File: src/rtl/conv_enc_pkg.sv
// Shared definitions for the streaming convolutional encoder.
//   state_e      : serialiser FSM states
//   G_K3, G_K7   : stock generator sets, G0 in the upper K-bit slice, slice MSB taps the newest bit
//   conv_parity  : one code bit from an encoder window and one generator slice
package conv_enc_pkg;

    // Largest supported constraint length; windows/generators are zero-extended to this width.
    localparam int unsigned MAX_K = 9;

    typedef enum logic [1:0] {
        StIdle,
        StShift,
        StTail
    } state_e;

    localparam logic [5:0]  G_K3 = {3'o7, 3'o5};
    localparam logic [13:0] G_K7 = {7'o171, 7'o133};

    function automatic logic conv_parity(input logic [MAX_K-1:0] window,
                                         input logic [MAX_K-1:0] g);
        return ^(window & g);
    endfunction

endpackage

File: src/rtl/conv_encoder_stream_if.sv
// Valid/ready stream bundle used on both sides of the encoder.
//   data  : payload (W bits)
//   valid : payload/last valid
//   last  : final beat of a frame
//   ready : sink accepts the beat
// master drives data/valid/last, slave drives ready.
interface conv_encoder_stream_if #(
    parameter int unsigned W = 8
);
    logic [W-1:0] data;
    logic         valid;
    logic         last;
    logic         ready;

    modport master (output data, output valid, output last, input ready);
    modport slave  (input data, input valid, input last, output ready);
endinterface

File: src/rtl/conv_enc_core.sv
// Convolutional encoder datapath: (K-1)-bit shift register plus the combinational
// N_OUT-bit symbol for the current input bit.
//   clk, rst_n : clock, asynchronous active-low reset
//   clear      : synchronous zeroing of the shift register
//   step       : commit the current bit into the shift register
//   b          : input bit for this step
//   sym        : {c0, ..., c(N_OUT-1)} for window {b, sr}, c0 in MSB
module conv_enc_core
    import conv_enc_pkg::*;
#(
    parameter int unsigned           K     = 7,
    parameter int unsigned           N_OUT = 2,
    parameter logic [N_OUT*K-1:0]    G_VEC = G_K7
) (
    input  logic             clk,
    input  logic             rst_n,
    input  logic             clear,
    input  logic             step,
    input  logic             b,
    output logic [N_OUT-1:0] sym
);

    logic [K-2:0] sr_q;
    logic [K-1:0] window;

    // sr_q[K-2] is the most recent past bit, so the window reads newest-first.
    assign window = {b, sr_q};

    always_comb begin
        sym = '0;
        for (int i = 0; i < N_OUT; i++) begin
            sym[N_OUT-1-i] = conv_parity(MAX_K'(window), MAX_K'(G_VEC[(N_OUT-1-i)*K +: K]));
        end
    end

    always_ff @(posedge clk or negedge rst_n) begin
        if (!rst_n) begin
            sr_q <= '0;
        end else if (clear) begin
            sr_q <= '0;
        end else if (step) begin
            sr_q <= window[K-1:1];
        end
    end

endmodule

File: src/rtl/conv_encoder_stream.sv
// Rate-1/N_OUT convolutional encoder with byte input and symbol output streams.
// Bytes are serialised MSB-first; with TERMINATE=1 each frame is followed by K-1
// zero tail bits so the trellis ends in state 0.
//   clk, rst_n : clock, asynchronous active-low reset
//   soft_clr   : synchronous clear of FSM, shift register and output slot
//   in_bus     : byte stream (data=in_byte, last=in_last, ready=in_ready)
//   out_bus    : symbol stream (data=out_sym, W must equal N_OUT)
//   busy       : FSM not idle or a symbol is pending
module conv_encoder_stream
    import conv_enc_pkg::*;
#(
    parameter int unsigned        K         = 7,
    parameter int unsigned        N_OUT     = 2,
    parameter logic [N_OUT*K-1:0] G_VEC     = G_K7,
    parameter bit                 TERMINATE = 1'b1
) (
    input  logic                  clk,
    input  logic                  rst_n,
    input  logic                  soft_clr,
    conv_encoder_stream_if.slave  in_bus,
    conv_encoder_stream_if.master out_bus,
    output logic                  busy
);

    localparam int unsigned CW = $clog2(K);
    typedef logic [CW-1:0] cnt_t;

    state_e           state_q;
    logic [7:0]       byte_q;
    logic             last_q;
    logic [2:0]       bit_idx_q;
    cnt_t             tail_cnt_q;
    logic [N_OUT-1:0] sym_q;
    logic             out_valid_q;
    logic             out_last_q;

    logic             adv;
    logic             cur_bit;
    logic             step;
    logic             in_ready;
    logic             accept;
    logic             sym_last;
    logic [N_OUT-1:0] core_sym;

    always_comb begin
        adv      = !out_valid_q || out_bus.ready;
        cur_bit  = 1'b0;
        step     = 1'b0;
        in_ready = 1'b0;
        sym_last = 1'b0;
        unique case (state_q)
            StIdle: in_ready = 1'b1;
            StShift: begin
                cur_bit = byte_q[bit_idx_q];
                step    = adv;
                if (bit_idx_q == 3'd0) begin
                    // Chaining: the next byte is taken on the same edge as the
                    // current byte's last bit, so out_ready reaches in_ready combinationally.
                    in_ready = adv && !last_q;
                    sym_last = last_q && !TERMINATE;
                end
            end
            StTail: begin
                step     = adv;
                sym_last = (tail_cnt_q == '0);
            end
            default: ;
        endcase
        // A clear wins over any coincident handshake or encode step.
        if (soft_clr) begin
            in_ready = 1'b0;
            step     = 1'b0;
        end
        accept = in_bus.valid && in_ready;
    end

    conv_enc_core #(
        .K     (K),
        .N_OUT (N_OUT),
        .G_VEC (G_VEC)
    ) u_core (
        .clk   (clk),
        .rst_n (rst_n),
        .clear (soft_clr),
        .step  (step),
        .b     (cur_bit),
        .sym   (core_sym)
    );

    always_ff @(posedge clk or negedge rst_n) begin
        if (!rst_n) begin
            state_q     <= StIdle;
            byte_q      <= '0;
            last_q      <= 1'b0;
            bit_idx_q   <= '0;
            tail_cnt_q  <= '0;
            sym_q       <= '0;
            out_valid_q <= 1'b0;
            out_last_q  <= 1'b0;
        end else if (soft_clr) begin
            state_q     <= StIdle;
            byte_q      <= '0;
            last_q      <= 1'b0;
            bit_idx_q   <= '0;
            tail_cnt_q  <= '0;
            sym_q       <= '0;
            out_valid_q <= 1'b0;
            out_last_q  <= 1'b0;
        end else begin
            // The output slot only moves when it is empty or being drained.
            if (adv) begin
                out_valid_q <= step;
                out_last_q  <= step && sym_last;
                if (step) begin
                    sym_q <= core_sym;
                end
            end
            unique case (state_q)
                StIdle: begin
                    if (accept) begin
                        byte_q    <= in_bus.data;
                        last_q    <= in_bus.last;
                        bit_idx_q <= 3'd7;
                        state_q   <= StShift;
                    end
                end
                StShift: begin
                    if (adv) begin
                        if (bit_idx_q != 3'd0) begin
                            bit_idx_q <= bit_idx_q - 3'd1;
                        end else if (last_q) begin
                            if (TERMINATE) begin
                                state_q    <= StTail;
                                tail_cnt_q <= cnt_t'(K - 2);
                            end else begin
                                state_q <= StIdle;
                            end
                        end else if (accept) begin
                            byte_q    <= in_bus.data;
                            last_q    <= in_bus.last;
                            bit_idx_q <= 3'd7;
                        end else begin
                            state_q <= StIdle;
                        end
                    end
                end
                StTail: begin
                    if (adv) begin
                        if (tail_cnt_q == '0) begin
                            state_q <= StIdle;
                        end else begin
                            tail_cnt_q <= tail_cnt_q - 1'b1;
                        end
                    end
                end
                default: state_q <= StIdle;
            endcase
        end
    end

    assign in_bus.ready  = in_ready;
    assign out_bus.data  = sym_q;
    assign out_bus.valid = out_valid_q;
    assign out_bus.last  = out_last_q;
    assign busy          = (state_q != StIdle) || out_valid_q;

endmodule

File: src/flat_wrapper.sv
// flat-port wrapper written by rule: the top's interface ports become plain ports
module conv_encoder_stream_flat import conv_enc_pkg::*;
#(
    parameter int unsigned        K         = 7,
    parameter int unsigned        N_OUT     = 2,
    parameter logic [N_OUT*K-1:0] G_VEC     = G_K7,
    parameter bit                 TERMINATE = 1'b1
)
  (clk, rst_n, soft_clr, busy, in_bus_data, in_bus_valid, in_bus_last, in_bus_ready, out_bus_data, out_bus_valid, out_bus_last, out_bus_ready);
  conv_encoder_stream_if #(.W(8)) in_bus_i ();
  conv_encoder_stream_if #(.W(2)) out_bus_i ();
  input  logic clk;
  input  logic rst_n;
  input  logic soft_clr;
  output logic busy;
  input wire logic [$bits(in_bus_i.data)-1:0] in_bus_data;
  input wire logic [$bits(in_bus_i.valid)-1:0] in_bus_valid;
  input wire logic [$bits(in_bus_i.last)-1:0] in_bus_last;
  output wire logic [$bits(in_bus_i.ready)-1:0] in_bus_ready;
  output wire logic [$bits(out_bus_i.data)-1:0] out_bus_data;
  output wire logic [$bits(out_bus_i.valid)-1:0] out_bus_valid;
  output wire logic [$bits(out_bus_i.last)-1:0] out_bus_last;
  input wire logic [$bits(out_bus_i.ready)-1:0] out_bus_ready;
  assign in_bus_i.data = in_bus_data;
  assign in_bus_i.valid = in_bus_valid;
  assign in_bus_i.last = in_bus_last;
  assign in_bus_ready = in_bus_i.ready;
  assign out_bus_data = out_bus_i.data;
  assign out_bus_valid = out_bus_i.valid;
  assign out_bus_last = out_bus_i.last;
  assign out_bus_i.ready = out_bus_ready;
  conv_encoder_stream #(.K(K), .N_OUT(N_OUT), .G_VEC(G_VEC), .TERMINATE(TERMINATE)) u_core (.clk(clk), .rst_n(rst_n), .soft_clr(soft_clr), .in_bus(in_bus_i), .out_bus(out_bus_i), .busy(busy));
endmodule
File: config.mk
export PLATFORM = sky130hd
export DESIGN_NAME = conv_encoder_stream_flat
export DESIGN_NICKNAME = d
export VERILOG_FILES = /design/src/rtl/conv_enc_pkg.sv /design/src/rtl/conv_encoder_stream_if.sv /design/src/rtl/conv_enc_core.sv /design/src/rtl/conv_encoder_stream.sv /design/src/flat_wrapper.sv
export SDC_FILE = /design/constraint.sdc
export NUM_CORES = 1
export LEC_CHECK = 0
export CORE_ASPECT_RATIO = 0.75
export CORE_MARGIN = 4
export CORE_UTILIZATION = 50
export DETAILED_ROUTE_END_ITERATION = 8
export GPL_ROUTABILITY_DRIVEN = 1
export PLACE_DENSITY_LB_ADDON = 0.1
export SLEW_MARGIN = 20
export SYNTH_ARGS = -nofsm -noshare
export SYNTH_HDL_FRONTEND = slang
export SYNTH_SLANG_ARGS = --single-unit
File: constraint.sdc
create_clock -name clk -period 3.4 [get_ports clk]
set_input_delay 0.68 -clock clk [delete_from_list [all_inputs] [get_ports clk]]
set_output_delay 0.68 -clock clk [all_outputs]
set_load 0.005 [all_outputs]
Word level (Yosys, flattened, before mapping)
Cells that the tools add are included.
{ "totals": {"register_bits": 27, "word_cells": 102} }
{ "classes": {"add_sub_neg": 2, "magnitude_cmp": 1, "n_eq_ne": 12, "muxes": 53, "reduce_logical": 25} }
{ "ops": {"columns": ["op", "n"], "rows": [
  ["$mux 8", 5],
  ["$mux 3", 11],
  ["$mux 2", 11],
  ["$reduce_xor 9->1", 2],
  ["$mux 1", 17],
  ["$pmux 8 s2", 1],
  ["$ne 3x2->1 const B", 5],
  ["$mux 6", 2],
  ["$pmux 3 s2", 2],
  ["$reduce_and 6->1", 2],
  ["$ne 3x3->1 const B", 3],
  ["$reduce_bool 3->1", 3],
  ["$reduce_and 4->1", 2],
  ["$logic_not 3->1", 2],
  ["$pmux 2 s3", 1],
  ["$reduce_bool 2->1", 3],
  ["$sub 3x1->3 const B", 2],
  ["$lt 3x4->1 const B", 1],
  ["$ne 4x3->1 const B", 1],
  ["$ne 4x4->1 const B", 1],
  ["$pmux 1 s2", 2],
  ["$bmux 1 s3", 1],
  ["$logic_and 1x1->1", 3],
  ["$reduce_and 3->1", 1],
  ["7 further kinds", 9]
]} }

Longest topological paths before layout
Gate-level depths: netlist of run 1.
{ "depth": {"ltp_word": 13, "mapped_depth": 8, "depth_no_buf": 7} }

Cells and area by module
Synthesis of run 1 repeated with hierarchy kept, for this count alone.
{ "unflattened": {"hier_cells": 170, "hier_area_um2": 1721.7} }
{ "modules_own_cells": {"columns": ["mod", "n_inst", "cells_per_inst", "area_each_um2", "seq_area_each_um2"], "rows": [
  ["conv_encoder_stream", 1, 147, 1411.4, 525.5],
  ["conv_enc_core", 1, 23, 310.3, 150.1]
]} }

Worst setup path before layout of run 1
Ideal clock, no wire load.
{ "synth_timing": {"kind": "register to register", "startpoint": "register u_core.bit_idx_q[0]", "endpoint": "register u_core.byte_q[0]", "setup_time_ns": 0.125, "t_arrival_ns": 1.891, "t_required_ns": 3.275, "setup_slack_ns": 1.383, "stages_incl_launch_ff": 9, "synth_period_minus_slack_ns": 2.017, "cell_sequence": "dfrtp_1 inv_1 ha_1 nor2b_2 nor3b_4 mux2_4 a31o_1 buf_6 mux2_4"} }
{ "synth_between": {"elab_chain_cells": 11, "elab_cells_between_ends": 14, "cone_classes": "eq/ne (1); mux (9); reduce/logical (4)"} }
{ "synth_lines": {"columns": ["element", "line", "source"], "rows": [
  ["start: declaration", "conv_encoder_stream.sv:31", "logic [2:0] bit_idx_q;"],
  ["start signal: assignment", "conv_encoder_stream.sv:130", "bit_idx_q <= bit_idx_q - 3'd1;"],
  ["$logic_not 3->1", "conv_encoder_stream.sv:56", "if (bit_idx_q == 3'd0) begin"],
  ["$mux 1", "conv_encoder_stream.sv:56", null],
  ["$pmux 1 s2", "conv_encoder_stream.sv:51", "unique case (state_q)"],
  ["$mux 1", "conv_encoder_stream.sv:70", "if (soft_clr) begin"],
  ["$logic_and 1x1->1", "conv_encoder_stream.sv:74", "accept = in_bus.valid && in_ready;"],
  ["$mux 8 (4 in series)", null, null],
  ["$pmux 8 s2", null, null],
  ["$mux 8", null, null],
  ["end signal: assignment", "conv_encoder_stream.sv:121", "byte_q <= in_bus.data;"],
  ["end signal: assignment", "conv_encoder_stream.sv:139", "byte_q <= in_bus.data;"],
  ["end: declaration", "conv_encoder_stream.sv:29", "logic [7:0] byte_q;"]
]} }
Parallel ways exist; a longest one is shown, timed or not. The select of a mux whose other input is x is not followed.
A chain may end at the register's enable or synchronous reset.

Worst setup path in the final report of run 1
{ "layout_timing": {"startpoint": "input port out_bus_ready", "endpoint": "output port in_bus_ready"} }
{ "layout_between": {"elab_chain_cells": 5} }
{ "layout_lines": {"columns": ["element", "line", "source"], "rows": [
  ["start: declaration", "flat_wrapper.sv:23", "input wire logic [$bits(out_bus_i.ready)-1:0] out_bus_ready;"],
  ["$logic_or 1x1->1", "conv_encoder_stream.sv:46", "adv = !out_valid_q || out_bus.ready;"],
  ["$logic_and 1x1->1", "conv_encoder_stream.sv:59", "in_ready = adv && !last_q;"],
  ["$mux 1", "conv_encoder_stream.sv:56", null],
  ["$pmux 1 s2", "conv_encoder_stream.sv:51", null],
  ["$mux 1", "conv_encoder_stream.sv:70", null],
  ["end: declaration", "flat_wrapper.sv:19", "output wire logic [$bits(in_bus_i.ready)-1:0] in_bus_ready;"]
]} }
No other way between the ends.

==> flow_summary.toml, run 1 <==
[die]
die_h_um = 58.2
fp.coreArea_um2 = 3080
die_area_um2 = 4360
num_io_pins = 20
rows = 17
die_x_um = 75.0
initial_core_util_pct = 54.5

[cells_and_area]
layout.nets = 211
stdcell_count = 226
area_growth_pct = 15.8
multi_input_area_um2 = 927
diodes = 0
fin_area_um2 = 1950
ff_latch_area_um2 = 676
fill_cells = 247
final_core_util_pct = 63.1
drive_gt1_share_pct = 11.7

[logic_synthesis]
syn_inst = 170
syn_nets = 192
synthTopCellsByCount = "dfrtp_1, nand2_1, a21oi_1"
synth_top_area_share_pct = 40.2
yosysTopAreaCell = "dfrtp_1"
ys_seq_area_share_pct = 40.2
synthTopCellsByArea = "dfrtp_1, mux2_4, ha_1"
syn_avg_cell_area_um2 = 9.89
yosys_register_bits = 27
netlist_area_um2 = 1680
synth_edf_count = 0
synth_most_common_cell = "dfrtp_1"
async_flop_share_pct = 100
synth.distinct_cells = 41
yosys_warnings = 0
yosys_most_used_dff = "dfrtp_1"

[clock_tree]
htreeDepth = 1
cts_tree = "built"
clock_sinks = 27
insertion_delay_ns = 0.27
cts-root-buf = "clkbuf_8"
cts_buffer_depth = 2
cts.hold.buffers_added = 0
clk_pin_slew_ns = 0.08
cts_resized = 0
post_cts_buffers = 0
cts-buffers-inserted = 3

[run]
max_cap_violations = 0

[drt]
drt_iter0_drc = 105
wl_per_cell_um = 15.3
drc = 0
first_pass_iters = 4
via_count = 1283
via_per_inst = 5.68
routed_wl_um = 3460
antenna_left = 0

[min_path]
holdPathStages = 1
worstHoldStart = "u_core.byte_q[4]$_DFFE_PN0P_"
hp-class = "flop to flop"
holdPathEnd = "u_core.byte_q[4]$_DFFE_PN0P_"

[global_route]
groute.usage.overall_pct = 17.4
grt_max_degree = 28
grt_pass1_vias = 1250
antenna_found_initial = 0
grt_pass1_wl_um = 5890
overflow = 0

[critical_path]
critPathLaunchType = "primary input"
critPathSlowestCell = "nor2b_1"
critPathRequiredTime_ns = 2.72
regToRegSetupSlack_ns = 0.92
critPathMaxStageDelay_ns = 0.59
r2r_cells = 7
cp_cell_sequence = "clkdlybuf4s50_1 -> nor2b_1 -> nor3b_4 -> nand2_1 -> a21oi_1 -> clkdlybuf4s50_1"
crit_arrival_ns = 2.43
crit_type = "primary input to output port"
r2r_start = "u_core.bit_idx_q[0]$_DFFE_PN0P_"
cpMostUsedCell = "clkdlybuf4s50_1"
path_max_fanout = 9
critPathCaptureType = "output port"
r2r-end = "u_core.byte_q[2]$_DFFE_PN0P_"

[sta]
skew_ns = 0.0108
rsz0062_at_grt = "false"
holdWs_ns = 0.521
hold_viol = 0
fmax_ghz = 0.322
final.period_utilization_pct = 91.4
worstMarginPinSlew_ns = 0.736
slew_headroom_pct = 50.8
fin_tns_setup_ns = 0
finalSetupViolCount = 0
slew_violations = 0
min_period_ns = 3.11

[power]
power_frac_comb_pct = 50.2
irDropWorstVdd_uv = 329
p_sw_share_pct = 39.1
intPower_mw = 0.783
seqPwrFrac_pct = 35.9
switchingPower_mw = 0.502
power.density_nw_per_um2 = 660
clockPowerShare_pct = 13.9
power_leakage_nw = 0.859

[place]
place_congestion = 0.756
hpwl_um = 2520
place_area_um2 = 1900
portBuffers = 19
placed_cells = 222

[run_status]
status = "finished, final reports clean"
[area by class of cell]
| class | instances | share of cell area [%] |
|---|---|---|
| clock buffer | 3 | 2.12 |
| clock inverter | 1 | 0.257 |
| inverter | 10 | 1.93 |
| multi-input combinational | 125 | 47.6 |
| sequential | 27 | 34.7 |
| tap | 38 | 2.44 |
| timing repair buffer | 22 | 10.9 |
[kinds of logic after synthesis]
kind of cell / count (synthesis) / synth area share (%)
AO/OA/AOI/OAI: 36 / 13.7
XOR/XNOR: 3 / 2.38
adder cells (fa/ha/maj): 8 / 5.95
buffers and inverters: 18 / 4.69
flip-flops: 27 / 40.2
multiplexers: 17 / 13.8
AND/OR/NAND/NOR: 61 / 19.3
[flip-flops by register name, summed over array words and instances, names as in the netlist]
register and flops:
u_core.byte_q 8, u_core.u_core.sr_q 6, u_core.bit_idx_q 3, u_core.tail_cnt_q 3, u_core.out_bus.data 2, u_core.state_q 2
u_core.last_q 1, u_core.out_bus.last 1, u_core.out_bus.valid 1
[stage by stage]
| stage | power (mW) | setup WS [ns] |
|---|---|---|
| 6_report | 1.28 | 0.293 |
| 5_1_grt | 1.38 | 0.181 |
| 4_1_cts | 1.28 | 0.322 |
| 3_5_place_dp | 1.09 | 0.335 |
| 3_3_place_gp | 1.07 | 0.409 |
| 2_1_floorplan | 0.926 | 1.38 |
[layer usage]
layer | up-vias | wire, um | GRT usage, %
li1 | 625 | - | -
met1 | 629 | 1690 | 25.2
met2 | 27 | 1610 | 27.8
met3 | 2 | 153 | 3.64
met4 | 0 | 12 | 1.52
met5 | - | 0 | 0
[cell usage in the layout, fill, tap and decap left out, drive strengths merged]
master	netlist	routed
nand3	1	1
nor2b	12	12
inv	10	10
mux2i	4	4
xnor3	1	1
a21o	1	1
o2bb2ai	1	1
a221oi	2	2
a31oi	1	1
nor3b	2	2
buf	3	3
a21oi	14	14
nor2	7	7
o31ai	2	2
clkinv	0	1
nor3	4	4
dfrtp	27	27
clkdlybuf4s50	0	19
xnor2	2	2
or2b	1	1
nor4b	3	3
mux2	12	12
o21ai	6	6
mux4	1	1
nand2	23	23
o22ai	1	1
a2111oi	3	3
a32o	1	1
or3	1	1
and2	1	1
nand2b	5	5
o21a	2	2
ha	8	8
a31o	1	1
and3	1	1
a2bb2oi	1	1
clkbuf	5	3
[worst max-delay path by stage]
stage	cells past startpoint	start	slack, ns	endpoint
after detailed placement	6	out_bus_ready	0.33	in_bus_ready
after CTS	6	out_bus_ready	0.32	in_bus_ready
final	6	out_bus_ready	0.29	in_bus_ready
after global placement	6	out_bus_ready	0.41	in_bus_ready
after floorplan	8	u_core.bit_idx_q[0]$_DFFE_PN0P_	1.38	u_core.byte_q[0]$_DFFE_PN0P_
after global routing	6	out_bus_ready	0.18	in_bus_ready
[power by group through the flow]
stage | logic (mW) | registers [mW] | clock network (mW)
after global placement | 0.612 | 0.460 | 0
final | 0.645 | 0.461 | 0.179
after floorplan | 0.480 | 0.446 | 0
after global routing | 0.710 | 0.471 | 0.196
after CTS | 0.640 | 0.459 | 0.185
after detailed placement | 0.629 | 0.465 | 0
[critical path, delay by kind of cell]
kind,cells,cell delay (ns)
buf+inv,2,0.87
simple gates,3,0.80
compound gates,1,0.08
Power figures use the tool's default switching activity.
==> run 2: changes to the inputs <==
Settings changed: RECOVER_POWER set to 50.
Clock period 3.4 ns to 3.8 ns, I/O delays scaled along.
==> run 2 against run 1 <==
The run now ends with capacitance limit left; largest cell class unchanged; combinational power fell by 13%; first-iteration DRC count is 15% lower; sequential power decreased by 11%; cell count down 0.44%.
==> flow_summary.toml, run 2 (synthesis results as in run 1) <==
[cells_and_area]
ff_latch_area_um2 = 676
largest-register = "u_core.byte_q"
layout.nets = 210
fin_area_um2 = 1940
final_cell_mix = "dfrtp_1, nand2_1, clkdlybuf4s50_1"
area_growth_pct = 15.3
diodes = 0
mostFrequentLayoutCell = "dfrtp_1"
largest_reg_flops = 8
drive_gt1_share_pct = 10.7
largestRegisters = "u_core.byte_q: 8 flops, u_core.u_core.sr_q: 6 flops"
multi_input_area_um2 = 927
fill_cells = 257

[sta]
rsz0062_at_grt = "false"
skew_ns = 0.00377
finalSetupViolCount = 0
final.period_utilization_pct = 87.9
min_period_ns = 3.34
slew_headroom_pct = 0.250
fin_tns_setup_ns = 0
slew_violations = 0
fmax_ghz = 0.299
worstMarginPinSlew_ns = 1.50
hold_viol = 0

[die]
num_io_pins = 20
rows = 17
initial_core_util_pct = 54.5
fp.coreArea_um2 = 3080
die_h_um = 58.2
die_x_um = 75.0
die_area_um2 = 4360

[global_route]
overflow = 0
antenna_found_initial = 0
grt_pass1_wl_um = 5950
grt_max_degree = 32
grt_pass1_vias = 1295
groute.usage.overall_pct = 17.6

[clock_tree]
clock_sinks = 27
clk_pin_slew_ns = 0.09
cts_tree = "built"
insertion_delay_ns = 0.28
cts_buffer_depth = 2
htreeDepth = 1
cts-root-buf = "clkbuf_8"
post_cts_buffers = 0
cts.hold.buffers_added = 0
cts_resized = 0
cts-buffers-inserted = 3

[min_path]
holdPathEnd = "u_core.byte_q[7]$_DFFE_PN0P_"
hp-class = "flop to flop"
holdPathStages = 1
worstHoldStart = "u_core.byte_q[7]$_DFFE_PN0P_"

[run]
max_cap_violations = 1

[drt]
antenna_left = 0
wl_per_cell_um = 15.3
drc = 0
via_count = 1292
first_pass_iters = 4
via_per_inst = 5.74
drt_iter0_drc = 89
routed_wl_um = 3450

[power]
irDropWorstVdd_uv = 272
power.density_nw_per_um2 = 590
power_leakage_nw = 0.847

[critical_path]
critPathRequiredTime_ns = 3.04
critPathCaptureType = "output port"
r2r_cells = 7
cp_cell_sequence = "dlygate4sd3_1 -> nor2b_1 -> nor3b_4 -> nand2_1 -> a21oi_1 -> clkdlybuf4s50_1"
crit_buf_inv = 2
r2r_start = "u_core.bit_idx_q[0]$_DFFE_PN0P_"
crit_arrival_ns = 2.58
path_max_fanout = 9
critPathLaunchType = "primary input"
crit_type = "primary input to output port"
regToRegSetupSlack_ns = 1.41
r2r-end = "u_core.byte_q[4]$_DFFE_PN0P_"
cp_top_family = "buffers and inverters"
critPathMaxStageDelay_ns = 0.58
critPathSlowestCell = "nor2b_1"

[place]
hpwl_um = 2510
portBuffers = 19
place_congestion = 0.842
place_area_um2 = 1890

[run_status]
status = "finished with violations"
violations = "capacitance limit"
run 2: cell types whose count changed in the layout (fill, tap and decap cells not counted):
| cell | change |
|---|---|
| dlygate4sd3_1 | +2 |
| clkinv_2 | -1 |
| buf_4 | -2 |
| clkbuf_1 | +1 |
| clkdlybuf4s50_1 | -2 |
| clkinvlp_4 | +1 |
run 2: final cells by class:
class / instances / share of cell area (%)
clock inverters: 1 / 0.387
flip-flops and latches: 27 / 34.9
inverters: 10 / 1.94
well taps: 38 / 2.45
clock buffers: 3 / 2.13
repair buffers: 21 / 10.4
multi-input cells: 125 / 47.8
run 2: power by group:
part           total (mW)  internal [mW]  switching, mW
sequential          0.411          0.349         0.0626
clock               0.168         0.0746         0.0937
combinational       0.564          0.274          0.290
run 2: metrics by stage:
step                total power, mW  hold slack [ns]  setup slack (ns)  std cells  util [%]
floorplan                     0.828            0.464              1.67        170         -
global placement              0.953            0.494             0.651        221      61.4
detailed placement            0.977            0.494             0.597        221      61.4
CTS                            1.15            0.521             0.595        225      63.0
global route                   1.24            0.548             0.300        225      62.8
finish                         1.14            0.516             0.459        225      62.8
run 2: worst max path at each step:
stage                  startpoint            to  depth (start not counted)
global route        out_bus_ready  in_bus_ready                          6
detailed placement  out_bus_ready  in_bus_ready                          6
floorplan                soft_clr  in_bus_ready                          3
finish              out_bus_ready  in_bus_ready                          6
global placement    out_bus_ready  in_bus_ready                          6
CTS                 out_bus_ready  in_bus_ready                          6
run 2: worst reg2reg max path, stage by stage, from the launching register on:
cell and delay [ns]:
dfrtp_1 0.45, inv_1 0.13, ha_1 0.19, nor2b_2 0.27, nor3b_4 0.26, mux2_4 0.17, a31o_1 0.48, mux2_4 0.35
run 2: routing by layer:
layer  global-route usage (%)  wire, um  up-vias
li1                         -         -      621
met1                     24.2      1640      638
met2                     27.0      1600       29
met3                     4.68       171        4
met4                     5.58        42        0
met5                        0         0        -
